--- src/rtl/tile_game_ctrl.sv ---
// tile_game_ctrl: game sequencer for the piano-tiles display.
// Holds the 4-row tile pattern and the incoming row, scrolls once per frame, judges key
// presses against the bottom row, and keeps score and level speed.
//
// Ports:
//   pixel_clk        sole clock
//   Reset            synchronous, active-high reset
//   frame_tick_i     one-cycle pulse per frame
//   keycode_i        current USB keycode, 0 = none
//   random_i         free-running LFSR value, picks the next incoming column
//   tiles_flat_o     row r (0 = top, 3 = bottom) at bits [5r+4:5r], one-hot column
//   incoming_o       one-hot row entering above row 0
//   scroll_offset_o  pixel offset 0..119
//   hit_row3_o       bottom tile already hit this period
//   error_o          miss / wrong-key indication
//   score_o          hit count, saturates at 1023
//   game_over_o      high in OVER
//   state_o          IDLE=0, PLAY=1, MISS=2, OVER=3
module tile_game_ctrl #(
    parameter int unsigned SPEED_INIT  = 1,
    parameter int unsigned SPEED_MAX   = 6,
    parameter int unsigned LEVEL_HITS  = 8,
    parameter int unsigned MISS_FRAMES = 60
) (
    input  logic        pixel_clk,
    input  logic        Reset,
    input  logic        frame_tick_i,
    input  logic [7:0]  keycode_i,
    input  logic [2:0]  random_i,
    output logic [19:0] tiles_flat_o,
    output logic [4:0]  incoming_o,
    output logic [6:0]  scroll_offset_o,
    output logic        hit_row3_o,
    output logic        error_o,
    output logic [9:0]  score_o,
    output logic        game_over_o,
    output logic [1:0]  state_o
);
    localparam int unsigned LvlW  = (LEVEL_HITS > 1) ? $clog2(LEVEL_HITS) : 1;
    localparam int unsigned MissW = (MISS_FRAMES > 1) ? $clog2(MISS_FRAMES) : 1;
    localparam logic [6:0]  RowPeriod    = 7'd120;
    localparam logic [19:0] TilesInit    = {5'b00010, 5'b00100, 5'b01000, 5'b10000};
    localparam logic [4:0]  IncomingInit = 5'b00001;

    typedef enum logic [1:0] {
        StIdle = 2'd0,
        StPlay = 2'd1,
        StMiss = 2'd2,
        StOver = 2'd3
    } state_e;

    state_e           state_q, state_d;
    logic [19:0]      tiles_q, tiles_d;
    logic [4:0]       incoming_q, incoming_d;
    logic [6:0]       offset_q, offset_d;
    logic [2:0]       speed_q, speed_d;
    logic [LvlW-1:0]  lvl_cnt_q, lvl_cnt_d;
    logic [MissW-1:0] miss_cnt_q, miss_cnt_d;
    logic [9:0]       score_q, score_d;
    logic             hit_q, hit_d;
    logic             error_q, error_d;
    logic             armed_q, armed_d;
    logic [7:0]       key_prev_q;

    logic       key_new;
    logic [4:0] key_col;
    logic [4:0] rand_col;
    logic [7:0] sum;
    logic       hit;
    logic       wrong;

    assign key_new = (keycode_i != 8'h00) && (keycode_i != key_prev_q);

    always_comb begin
        case (keycode_i)
            8'h07:   key_col = 5'b00001;
            8'h09:   key_col = 5'b00010;
            8'h2C:   key_col = 5'b00100;
            8'h0D:   key_col = 5'b01000;
            8'h0E:   key_col = 5'b10000;
            default: key_col = 5'b00000;
        endcase
    end

    // random mod 5, so 5/6/7 fold onto columns 0/1/2
    always_comb begin
        case (random_i)
            3'd0, 3'd5: rand_col = 5'b00001;
            3'd1, 3'd6: rand_col = 5'b00010;
            3'd2, 3'd7: rand_col = 5'b00100;
            3'd3:       rand_col = 5'b01000;
            default:    rand_col = 5'b10000;
        endcase
    end

    assign sum = {1'b0, offset_q} + {5'b00000, speed_q};

    // Row 3 occupies the top slice; an unmapped key has key_col == 0 and so never hits.
    assign hit   = key_new && armed_q && ((key_col & tiles_q[19:15]) != 5'b00000);
    assign wrong = key_new && armed_q && !hit;

    always_comb begin
        state_d    = state_q;
        tiles_d    = tiles_q;
        incoming_d = incoming_q;
        offset_d   = offset_q;
        speed_d    = speed_q;
        lvl_cnt_d  = lvl_cnt_q;
        miss_cnt_d = miss_cnt_q;
        score_d    = score_q;
        hit_d      = hit_q;
        error_d    = error_q;
        armed_d    = armed_q;

        unique case (state_q)
            StIdle: begin
                if (key_new) begin
                    state_d = StPlay;
                end
            end
            StPlay: begin
                if (wrong) begin
                    // A wrong key freezes motion even if a frame tick lands this cycle.
                    error_d    = 1'b1;
                    state_d    = StMiss;
                    miss_cnt_d = '0;
                end else begin
                    if (hit) begin
                        if (score_q != 10'h3FF) begin
                            score_d = score_q + 10'd1;
                        end
                        hit_d   = 1'b1;
                        armed_d = 1'b0;
                        if (lvl_cnt_q == LvlW'(LEVEL_HITS - 1)) begin
                            lvl_cnt_d = '0;
                            if (speed_q < 3'(SPEED_MAX)) begin
                                speed_d = speed_q + 3'd1;
                            end
                        end else begin
                            lvl_cnt_d = lvl_cnt_q + LvlW'(1);
                        end
                    end
                    if (frame_tick_i) begin
                        if (sum < 8'd120) begin
                            offset_d = sum[6:0];
                        end else if (armed_q && !hit) begin
                            // Bottom tile scrolled away unplayed.
                            error_d    = 1'b1;
                            state_d    = StMiss;
                            miss_cnt_d = '0;
                        end else begin
                            offset_d   = sum[6:0] - RowPeriod;
                            tiles_d    = {tiles_q[14:0], incoming_q};
                            incoming_d = rand_col;
                            armed_d    = 1'b1;
                            hit_d      = 1'b0;
                        end
                    end
                end
            end
            StMiss: begin
                if (frame_tick_i) begin
                    if (miss_cnt_q == MissW'(MISS_FRAMES - 1)) begin
                        state_d = StOver;
                    end else begin
                        miss_cnt_d = miss_cnt_q + MissW'(1);
                    end
                end
            end
            StOver: begin
                if (key_new) begin
                    state_d    = StIdle;
                    tiles_d    = TilesInit;
                    incoming_d = IncomingInit;
                    offset_d   = '0;
                    speed_d    = 3'(SPEED_INIT);
                    lvl_cnt_d  = '0;
                    miss_cnt_d = '0;
                    score_d    = '0;
                    hit_d      = 1'b0;
                    error_d    = 1'b0;
                    armed_d    = 1'b1;
                end
            end
            default: state_d = StIdle;
        endcase
    end

    always_ff @(posedge pixel_clk) begin
        if (Reset) begin
            state_q    <= StIdle;
            tiles_q    <= TilesInit;
            incoming_q <= IncomingInit;
            offset_q   <= '0;
            speed_q    <= 3'(SPEED_INIT);
            lvl_cnt_q  <= '0;
            miss_cnt_q <= '0;
            score_q    <= '0;
            hit_q      <= 1'b0;
            error_q    <= 1'b0;
            armed_q    <= 1'b1;
            key_prev_q <= 8'h00;
        end else begin
            state_q    <= state_d;
            tiles_q    <= tiles_d;
            incoming_q <= incoming_d;
            offset_q   <= offset_d;
            speed_q    <= speed_d;
            lvl_cnt_q  <= lvl_cnt_d;
            miss_cnt_q <= miss_cnt_d;
            score_q    <= score_d;
            hit_q      <= hit_d;
            error_q    <= error_d;
            armed_q    <= armed_d;
            key_prev_q <= keycode_i;
        end
    end

    assign tiles_flat_o    = tiles_q;
    assign incoming_o      = incoming_q;
    assign scroll_offset_o = offset_q;
    assign hit_row3_o      = hit_q;
    assign error_o         = error_q;
    assign score_o         = score_q;
    assign game_over_o     = (state_q == StOver);
    assign state_o         = state_q;

endmodule

--- config.mk ---
export PLATFORM = sky130hd
export DESIGN_NAME = tile_game_ctrl
export DESIGN_NICKNAME = d
export VERILOG_FILES = /design/src/rtl/tile_game_ctrl.sv
export SDC_FILE = /design/constraint.sdc
export NUM_CORES = 1
export LEC_CHECK = 0
export CAP_MARGIN = 25
export CORE_ASPECT_RATIO = 1.2
export CORE_UTILIZATION = 62
export DETAILED_ROUTE_END_ITERATION = 10
export DONT_BUFFER_PORTS = 1
export GPL_TIMING_DRIVEN = 0
export PLACE_DENSITY = 0.79
export SYNTH_ARGS = -nofsm -noshare
export SYNTH_HDL_FRONTEND = slang
export SYNTH_SLANG_ARGS = --single-unit
--- constraint.sdc ---
create_clock -name pixel_clk -period 6.34 [get_ports pixel_clk]
set_clock_uncertainty 0.2 [all_clocks]
set_input_delay 1.585 -clock pixel_clk [delete_from_list [all_inputs] [get_ports pixel_clk]]
set_output_delay 1.585 -clock pixel_clk [all_outputs]
set_load 0.005 [all_outputs]
### After elaboration in Yosys (flattened, before gate mapping)

Cells that the tools add are included.

| operators by class | value |
|---|---|
| reductions and logical operators | 24 |
| bitwise gates (word level) | 1 |
| add/subtract/negate cells | 6 |
| equality and inequality tests | 35 |
| order comparisons | 2 |
| multiplexer cells | 72 |

Operators by type and width:

| kind | number |
|---|---|
| 2-to-1 mux 20 bit | 5 |
| 2-to-1 mux 6 bit | 7 |
| 2-to-1 mux 10 bit | 4 |
| one-hot mux 20 bit (2 select lines) | 1 |
| 2-to-1 mux 7 bit | 5 |
| 2-to-1 mux 3 bit | 9 |
| 2-to-1 mux 5 bit | 5 |
| one-hot mux 5 bit (5 select lines) | 1 |
| equality test 8 x 4 -> 1 bit (second input constant) | 3 |
| inequality test 2 bit (second input constant) | 12 |
| one-hot mux 10 bit (2 select lines) | 1 |
| one-hot mux 5 bit (4 select lines) | 1 |
| one-hot mux 6 bit (3 select lines) | 1 |
| 2-to-1 mux 1 bit | 16 |
| 2-to-1 mux 2 bit | 8 |
| AND reduction 5 bit | 3 |
| one-hot mux 7 bit (2 select lines) | 1 |
| AND reduction 7 bit | 2 |
| equality test 3 bit (second input constant) | 4 |
| inequality test 3 bit (second input constant) | 4 |
| one-hot mux 3 bit (2 select lines) | 2 |
| AND reduction 6 bit | 2 |
| adder 10 x 1 -> 10 bit (second input constant) | 1 |
| inequality test 10 bit (second input constant) | 1 |
| other kinds (30) | 41 |

| word-level totals | value |
|---|---|
| output and inout bits | 47 |
| flip-flop bits (word level) | 67 |

### Longest topological paths before layout

Gate-level depths: netlist of run 1.

| depth | value |
|---|---|
| depth in word-level cells | 12 |
| gate-level depth with buffers | 11 |
| gate-level depth less buffers | 11 |

### Worst setup path after synthesis of run 1

OpenSTA, ideal clock, no wires.

| timing path | value |
|---|---|
| path type | input to register |
| from | in keycode_i[6] |
| to | reg miss_cnt_q[3] |
| data arrival time | 3.242 ns |
| stages | 8 |
| required time | 6.044 ns |
| setup slack | 2.802 ns |
| setup time | 0.096 ns |
| cells stage by stage | xor2_1 nor4_2 nand2_2 a41oi_1 o21ai_2 or3_1 buf_2 o41ai_2 |

| between the ends | value |
|---|---|
| word-level cells in the longest chain between the ends | 9 |
| elaborated cells on any way between the ends | 23 |

Ends and longest elaborated chain:

| item | RTL line | text |
|---|---|---|
| start, declared | 28 | `input logic [7:0] keycode_i,` |
| equality test 8 x 4 -> 1 bit, or another cell as far along | 75 | `case (keycode_i)` |
| one-hot mux 5 bit (5 select lines) | 75 |  |
| AND 5 bit | 99 | `assign hit = key_new && armed_q && ((key_col & tiles_q[19:15]) != 5'b00000);` |
| nonzero test 5 bit | 99 |  |
| logical AND 1 bit | 99 |  |
| zero test 1 bit | 100, 146 |  |
| logical AND 1 bit (on tied branches) | 100, 146 |  |
| inequality test 3 bit (no line) / 2-to-1 mux 6 bit (equally long branches) | -- |  |
| AND reduction 7 bit (no line) / one-hot mux 6 bit (3 select lines) (equally long branches) | -- |  |
| end signal, assigned | 210 | `miss_cnt_q <= miss_cnt_d;` |
| end, declared | 58 | `logic [MissW-1:0] miss_cnt_q, miss_cnt_d;` |

Several ways; a longest one is shown, not always the timed one.
A chain may end at the register's enable or synchronous reset.

### Final worst setup path of run 1

| timing path | value |
|---|---|
| from | in keycode_i[7] |
| to | reg offset_q[6] (netlist: scroll_offset_o[6]) |

| between the ends | value |
|---|---|
| word-level cells in the longest chain between the ends | 9 |
| elaborated cells on any way between the ends | 20 |

Ends and longest elaborated chain:

| item | RTL line | text |
|---|---|---|
| equality test 8 x 4 -> 1 bit, or another cell as far along | 75 |  |
| one-hot mux 5 bit (5 select lines) | 75 |  |
| AND 5 bit | 99 |  |
| nonzero test 5 bit | 99 |  |
| logical AND 1 bit | 99 |  |
| zero test 1 bit | 100, 146 |  |
| logical AND 1 bit (on tied branches) | 146, 100 |  |
| inequality test 3 bit (no line) / inequality test 2 bit (equally long branches) | -- |  |
| AND reduction 5 bit (no line) (*) | -- |  |
| end signal, assigned | 207 | `offset_q <= offset_d;` |
| end, declared | 55 | `logic [6:0] offset_q, offset_d;` |

Mark *: on every way between the ends. The rest lies on a longest branch, timed or not.

==> results of run 1 <==
-- synthesized netlist by cell type, types with 10 or more instances --
master / n
a21oi_1: 28
a31o_2: 16
clkbuf_1: 17
dfxtp_1: 67
ha_1: 14
inv_1: 16
nand2_1: 49
nand3_1: 16
nor2_1: 50
nor3_1: 15
xor2_1: 10
-- final cells by class --
cell class,count,share of cell area
multi-input cells,344,0.555
flip-flops and latches,67,0.325
clock buffers,11,0.0367
plain buffers,28,0.0291
well taps,80,0.0243
inverters,17,0.0155
clock inverters,5,0.0149
-- per-stage QoR --
stage | std cells | hold slack, ns | setup slack [ns] | area [sq um] | power (mW)
2_1_floorplan | 456 | 0.250 | 2.80 | 3810 | 0.702
3_3_place_gp | 536 | 0.260 | 2.50 | 3910 | 0.760
3_5_place_dp | 536 | 0.271 | 2.46 | 3910 | 0.769
4_1_cts | 552 | 0.284 | 2.82 | 4130 | 1.14
5_1_grt | 552 | 0.314 | 2.63 | 4130 | 1.19
6_report | 552 | 0.280 | 2.80 | 4130 | 1.14
-- flip-flops by register name (all words and copies together) (netlist names) --
| name | cells |
|---|---|
| tiles_flat_o | 20 |
| score_o | 10 |
| key_prev_q | 8 |
| scroll_offset_o | 7 |
| miss_cnt_q | 6 |
| incoming_o | 5 |
| lvl_cnt_q | 3 |
| speed_q | 3 |
| state_o | 2 |
| armed_q | 1 |
| error_o | 1 |
| hit_row3_o | 1 |
-- worst paths after layout --
check | from | to | cells after the start
worst max register to register | speed_q[1] | incoming_o[0] | 9
worst min-delay path | lvl_cnt_q[1] | lvl_cnt_q[1] | 2
worst max-delay path | keycode_i[7] | scroll_offset_o[6] | 9
worst min register to register | lvl_cnt_q[1] | lvl_cnt_q[1] | 2
-- critical path, stage by stage --
cell,delay [ns]
xor2_1,0.15
nor4_2,0.42
nand2_2,0.19
a22oi_1,0.18
o22a_1,0.15
clkbuf_1,0.40
and2_1,0.19
buf_2,0.18
a41o_1,0.18
-- per-layer routing --
layer | routed length [um] | vias to the layer above | global-route usage
met2 | 4800 | 116 | 0.542
met5 | 0 | - | 0
met1 | 3890 | 1670 | 0.342
li1 | - | 1691 | -
met4 | 232 | 0 | 0.131
met3 | 578 | 20 | 0.0898
-- cells by family after synthesis --
family	after synthesis
flip-flops	67
multiplexers	5
AO/OA/AOI/OAI	126
buffers and inverters	45
AND/OR/NAND/NOR	186
XOR/XNOR	12
adder cells (fa/ha/maj)	15
-- power by group --
group	total (mW)	internal, mW	switching [mW]	leakage [nW]
sequential	0.476	0.448	0.0289	0.543
combinational	0.290	0.102	0.187	0.885
clock	0.377	0.203	0.174	0.0978
==> flow_summary_export.csv, run 1 <==
group,metric,value,unit
cells_and_area,layout_commonest_cell,"dfxtp_1",
die,die_h,87.9,um
power,vdd_drop_max,0.180,mV
worst_setup_path,crit_required,6.44,ns
cells_and_area,fin_util,0.714,
die,die_area,0.00647,sq mm
placed_design,dp_hpwl,6770,um
drt,vias,3497,
synthesis,synth_cell_types,75,
global_routing,grt_pass1_wl,15100,um
global_routing,grt_overflow,0,
run,drv_cap,0,
die,start_util,0.660,
cts,cts_max_level,3,
timing,setup_violations,0,
synthesis,async_flop_share,0,
cells_and_area,regArea,0.00134,sq mm
timing,tns,0,ns
synthesis,synth_area,0.00381,sq mm
timing,maxClockFrequency,0.283,GHz
cells_and_area,fillCellCount,507,
worst_setup_path,ff2ff_setup_slack,3.32,ns
cells_and_area,synthToLayoutAreaGrowth,8.20,%
cts,ctsHoldBuffers,0,
worst_setup_path,end_kind,"flop",
cts,cts_sinks,67,
drt,drt_iter0_drc,268,
synthesis,yosys_most_used_dff,"dfxtp_1",
synthesis,synth_area_leaders,"dfxtp_1 (35%), nor2_1 (4.9%), nand2_1 (4.8%)",
drt,vias_per_cell,6.34,
cells_and_area,multi_input_comb_area,0.00229,sq mm
cts,insertion_delay,0.35,ns
synthesis,synth_adder_area_share,0.0512,
timing,worst_pin_slew,0.644,ns
die,dieWidth,73.6,um
synthesis,synth_largest_area_cell,"dfxtp_1",
synthesis,synth_seq_cells,67,
synthesis,synth-xor-area-share,0.0276,
timing,fin_crit_sh,0.558,
outcome,outcome,"finished, final reports clean",
synthesis,synth_mux_area_frac,0.0135,
cts,ctsResizeCount,0,
global_routing,grt_max_degree,13,
die,pin_count,61,
synthesis,yosys.area_share.simple,0.256,
cts,clock_path_buffers,2,
placed_design,gp_routability_congestion,0.904,
worst_setup_path,cp-start-kind,"input pin",
cells_and_area,drive_above_1_share,0.129,
timing,period_minus_slack,3.54,ns
cells_and_area,nNetsFinal,496,
synthesis,synth-edff-count,0,
synthesis,syn_nets,485,
synthesis,yosysWarnings,0,
timing,drv_slew,0,
power,p_leak,1.53,nW
synthesis,synth_top_area_share,0.352,
worst_setup_path,path_class,"input pin to flop",
drt,drc_errors,0,
synthesis,synth_compound_area_frac,0.252,
synthesis,syn_area_per_cell,8.36,sq um
timing,hold_viol,0,
die,coreArea,0.00578,sq mm
global_routing,grt_pass1_vias,3290,
global_routing,antenna_found_initial,0,
worst_setup_path,worstPathArrival,3.64,ns
cts,numCtsBuffers,9,
cts,clock-root-buffer,"clkbuf_8",
timing,rsz0062_at_grt,"false",
cells_and_area,n_antenna_cell,0,
placed_design,port_buffers,0,
power,p_per_area,277,mW/mm^2
synthesis,synth_top_family_by_area,"simple AND/OR/NAND/NOR gates",
timing,slew_headroom,0.571,
cts,post_cts.repair.setup_buffers,0,
worst_setup_path,critPathMaxFanout,10,
die,fp-row-count,30,
drt,wl_per_cell,17.2,um
cts,cts_tree,"done",
drt,drtAntennaViolNets,0,
hold_path,hp-class,"flop to flop",
synthesis,postSynthCellCount,456,
synthesis,yosysSeqAreaShare,0.352,
global_routing,track_usage,0.308,
cells_and_area,layout_common_cells,"dfxtp_1 (67), nor2_1 (50), nand2_1 (49), a21oi_1 (28), clkbuf_1 (17)",
cts,path_clk_slew,0.08,ns
drt,totalWireLength,9490,um
drt,first_pass_iters,4,
(Power assumes the default switching activity.)
==> run 2: changes to the inputs <==
==> constraint.sdc (replaced) <==
create_clock -name pixel_clk -period 3.6 [get_ports pixel_clk]
set_clock_uncertainty 0.2 [all_clocks]
set_input_delay 0.9 -clock pixel_clk [delete_from_list [all_inputs] [get_ports pixel_clk]]
set_output_delay 0.9 -clock pixel_clk [all_outputs]
set_load 0.005 [all_outputs]
==> run 2 against run 1 <==
Net effect: register-to-register slack worse by 2.8 ns; combinational power up 77%; global-route usage about the same; die area unchanged; critical path depth grew 1; final cell count unchanged; design area unchanged; largest cell class unchanged; highest routed layer unchanged.
==> flow_summary_export.csv, run 2 (synthesized netlist as in run 1, its figures left out) <==
group,metric,value,unit
cells_and_area,drive_above_1_share,0.129,
outcome,outcome,"finished, final reports clean",
die,dieWidth,73.6,um
worst_setup_path,worst-path-buf-inv,4,
worst_setup_path,end_kind,"flop",
timing,hold_viol,0,
placed_design,dpl_cell_area,0.00391,sq mm
drt,first_pass_iters,5,
cells_and_area,layout_commonest_cell,"dfxtp_1",
worst_setup_path,crit_required,3.70,ns
power,vdd_drop_max,0.319,mV
cells_and_area,nNetsFinal,496,
timing,tns,0,ns
drt,wl_per_cell,17.3,um
timing,worst_pin_slew,0.655,ns
global_routing,grt_pass1_wl,15100,um
cts,post_cts.repair.setup_buffers,0,
timing,maxClockFrequency,0.329,GHz
die,coreArea,0.00578,sq mm
cells_and_area,n_antenna_cell,0,
placed_design,port_buffers,0,
cts,numCtsBuffers,9,
cts,ctsHoldBuffers,0,
timing,hold_ws,0.280,ns
cts,ctsResizeCount,0,
cts,cts_max_level,3,
power,power,2.02,mW
timing,drv_slew,0,
die,start_util,0.660,
worst_setup_path,cp_top_family,"buffers and inverters",
cts,clock_path_buffers,2,
cts,cts_tree,"done",
timing,rsz0062_at_grt,"false",
power,p_leak,1.53,nW
timing,slew_headroom,0.563,
worst_setup_path,critPathMaxFanout,10,
worst_setup_path,slowest_stage,"dfxtp_1",
cells_and_area,largest_reg_flops,20,
global_routing,track_usage,0.308,
power,p_per_area,489,mW/mm^2
timing,period_minus_slack,3.04,ns
cells_and_area,synthToLayoutAreaGrowth,8.20,%
global_routing,grt_overflow,0,
global_routing,antenna_found_initial,0,
drt,vias_per_cell,6.39,
hold_path,hp-class,"flop to flop",
run,drv_cap,0,
drt,drtAntennaViolNets,0,
cts,clock-root-buffer,"clkbuf_8",
cells_and_area,fillCellCount,507,
die,die_area,0.00647,sq mm
cts,path_clk_slew,0.08,ns
worst_setup_path,slowest_delay,0.43,ns
placed_design,gp_routability_congestion,0.904,
cells_and_area,fin_util,0.714,
die,fp-row-count,30,
timing,fin_crit_sh,0.845,
cells_and_area,layout_common_cells,"dfxtp_1 (67), nor2_1 (50), nand2_1 (49), a21oi_1 (28), clkbuf_1 (17)",
worst_setup_path,path_class,"flop to flop",
drt,totalWireLength,9560,um
worst_setup_path,cp-start-kind,"flop",
global_routing,grt_pass1_vias,3297,
die,pin_count,61,
timing,setup_violations,0,
placed_design,dp_hpwl,6770,um
drt,vias,3529,
drt,drc_errors,0,
die,die_h,87.9,um
drt,drt_iter0_drc,242,
worst_setup_path,worstPathArrival,3.14,ns
worst_setup_path,cp_cell_sequence,"ha_1, buf_2, clkinv_1, a41o_1, a21oi_1, o22a_1, clkbuf_1, and2_1, buf_2, a41o_1",
global_routing,grt_max_degree,13,
cells_and_area,fin_area,0.00413,sq mm
cts,insertion_delay,0.35,ns
cts,cts_sinks,67,
[run 2: final timing paths]
check,end,from,slack [ns],cells past startpoint
setup / recovery,scroll_offset_o[6],state_o[1],0.56,10
hold / removal,lvl_cnt_q[1],lvl_cnt_q[1],0.28,2
setup reg to reg,scroll_offset_o[6],state_o[1],0.56,10
hold reg to reg,lvl_cnt_q[1],lvl_cnt_q[1],0.28,2
[run 2: final cells by class]
cell class,instances,area (sq um),share of cell area
flip-flops and latches,67,1340,0.325
clock inverters,5,61.3,0.0149
plain buffers,28,120,0.0291
well taps,80,100,0.0243
clock buffers,11,151,0.0367
inverters,17,63.8,0.0155
multi-input cells,344,2290,0.555
[run 2: metrics by stage]
stage / cells / setup slack (ns)
finish: 552 / 0.557
detailed placement: 536 / 0.405
floorplan: 456 / 0.747
global placement: 536 / 0.441
global route: 552 / 0.362
CTS: 552 / 0.605
[run 2: where the power goes]
group / switching, mW / total [mW] / internal, mW
clock: 0.306 / 0.665 / 0.358
combinational: 0.332 / 0.512 / 0.180
sequential: 0.0513 / 0.839 / 0.788
total: 0.689 / 2.02 / 1.33
[run 2: worst min-delay path: stages (launching register included)]
cell and delay (ns):
dfxtp_1 0.32, nand2b_1 0.07, a21oi_1 0.05
[run 2: per-layer routing]
| layer | wire (um) | track usage |
|---|---|---|
| met4 | 199 | 0.128 |
| met5 | 0 | 0 |
| met3 | 644 | 0.0909 |
| met2 | 4780 | 0.542 |
| met1 | 3940 | 0.342 |
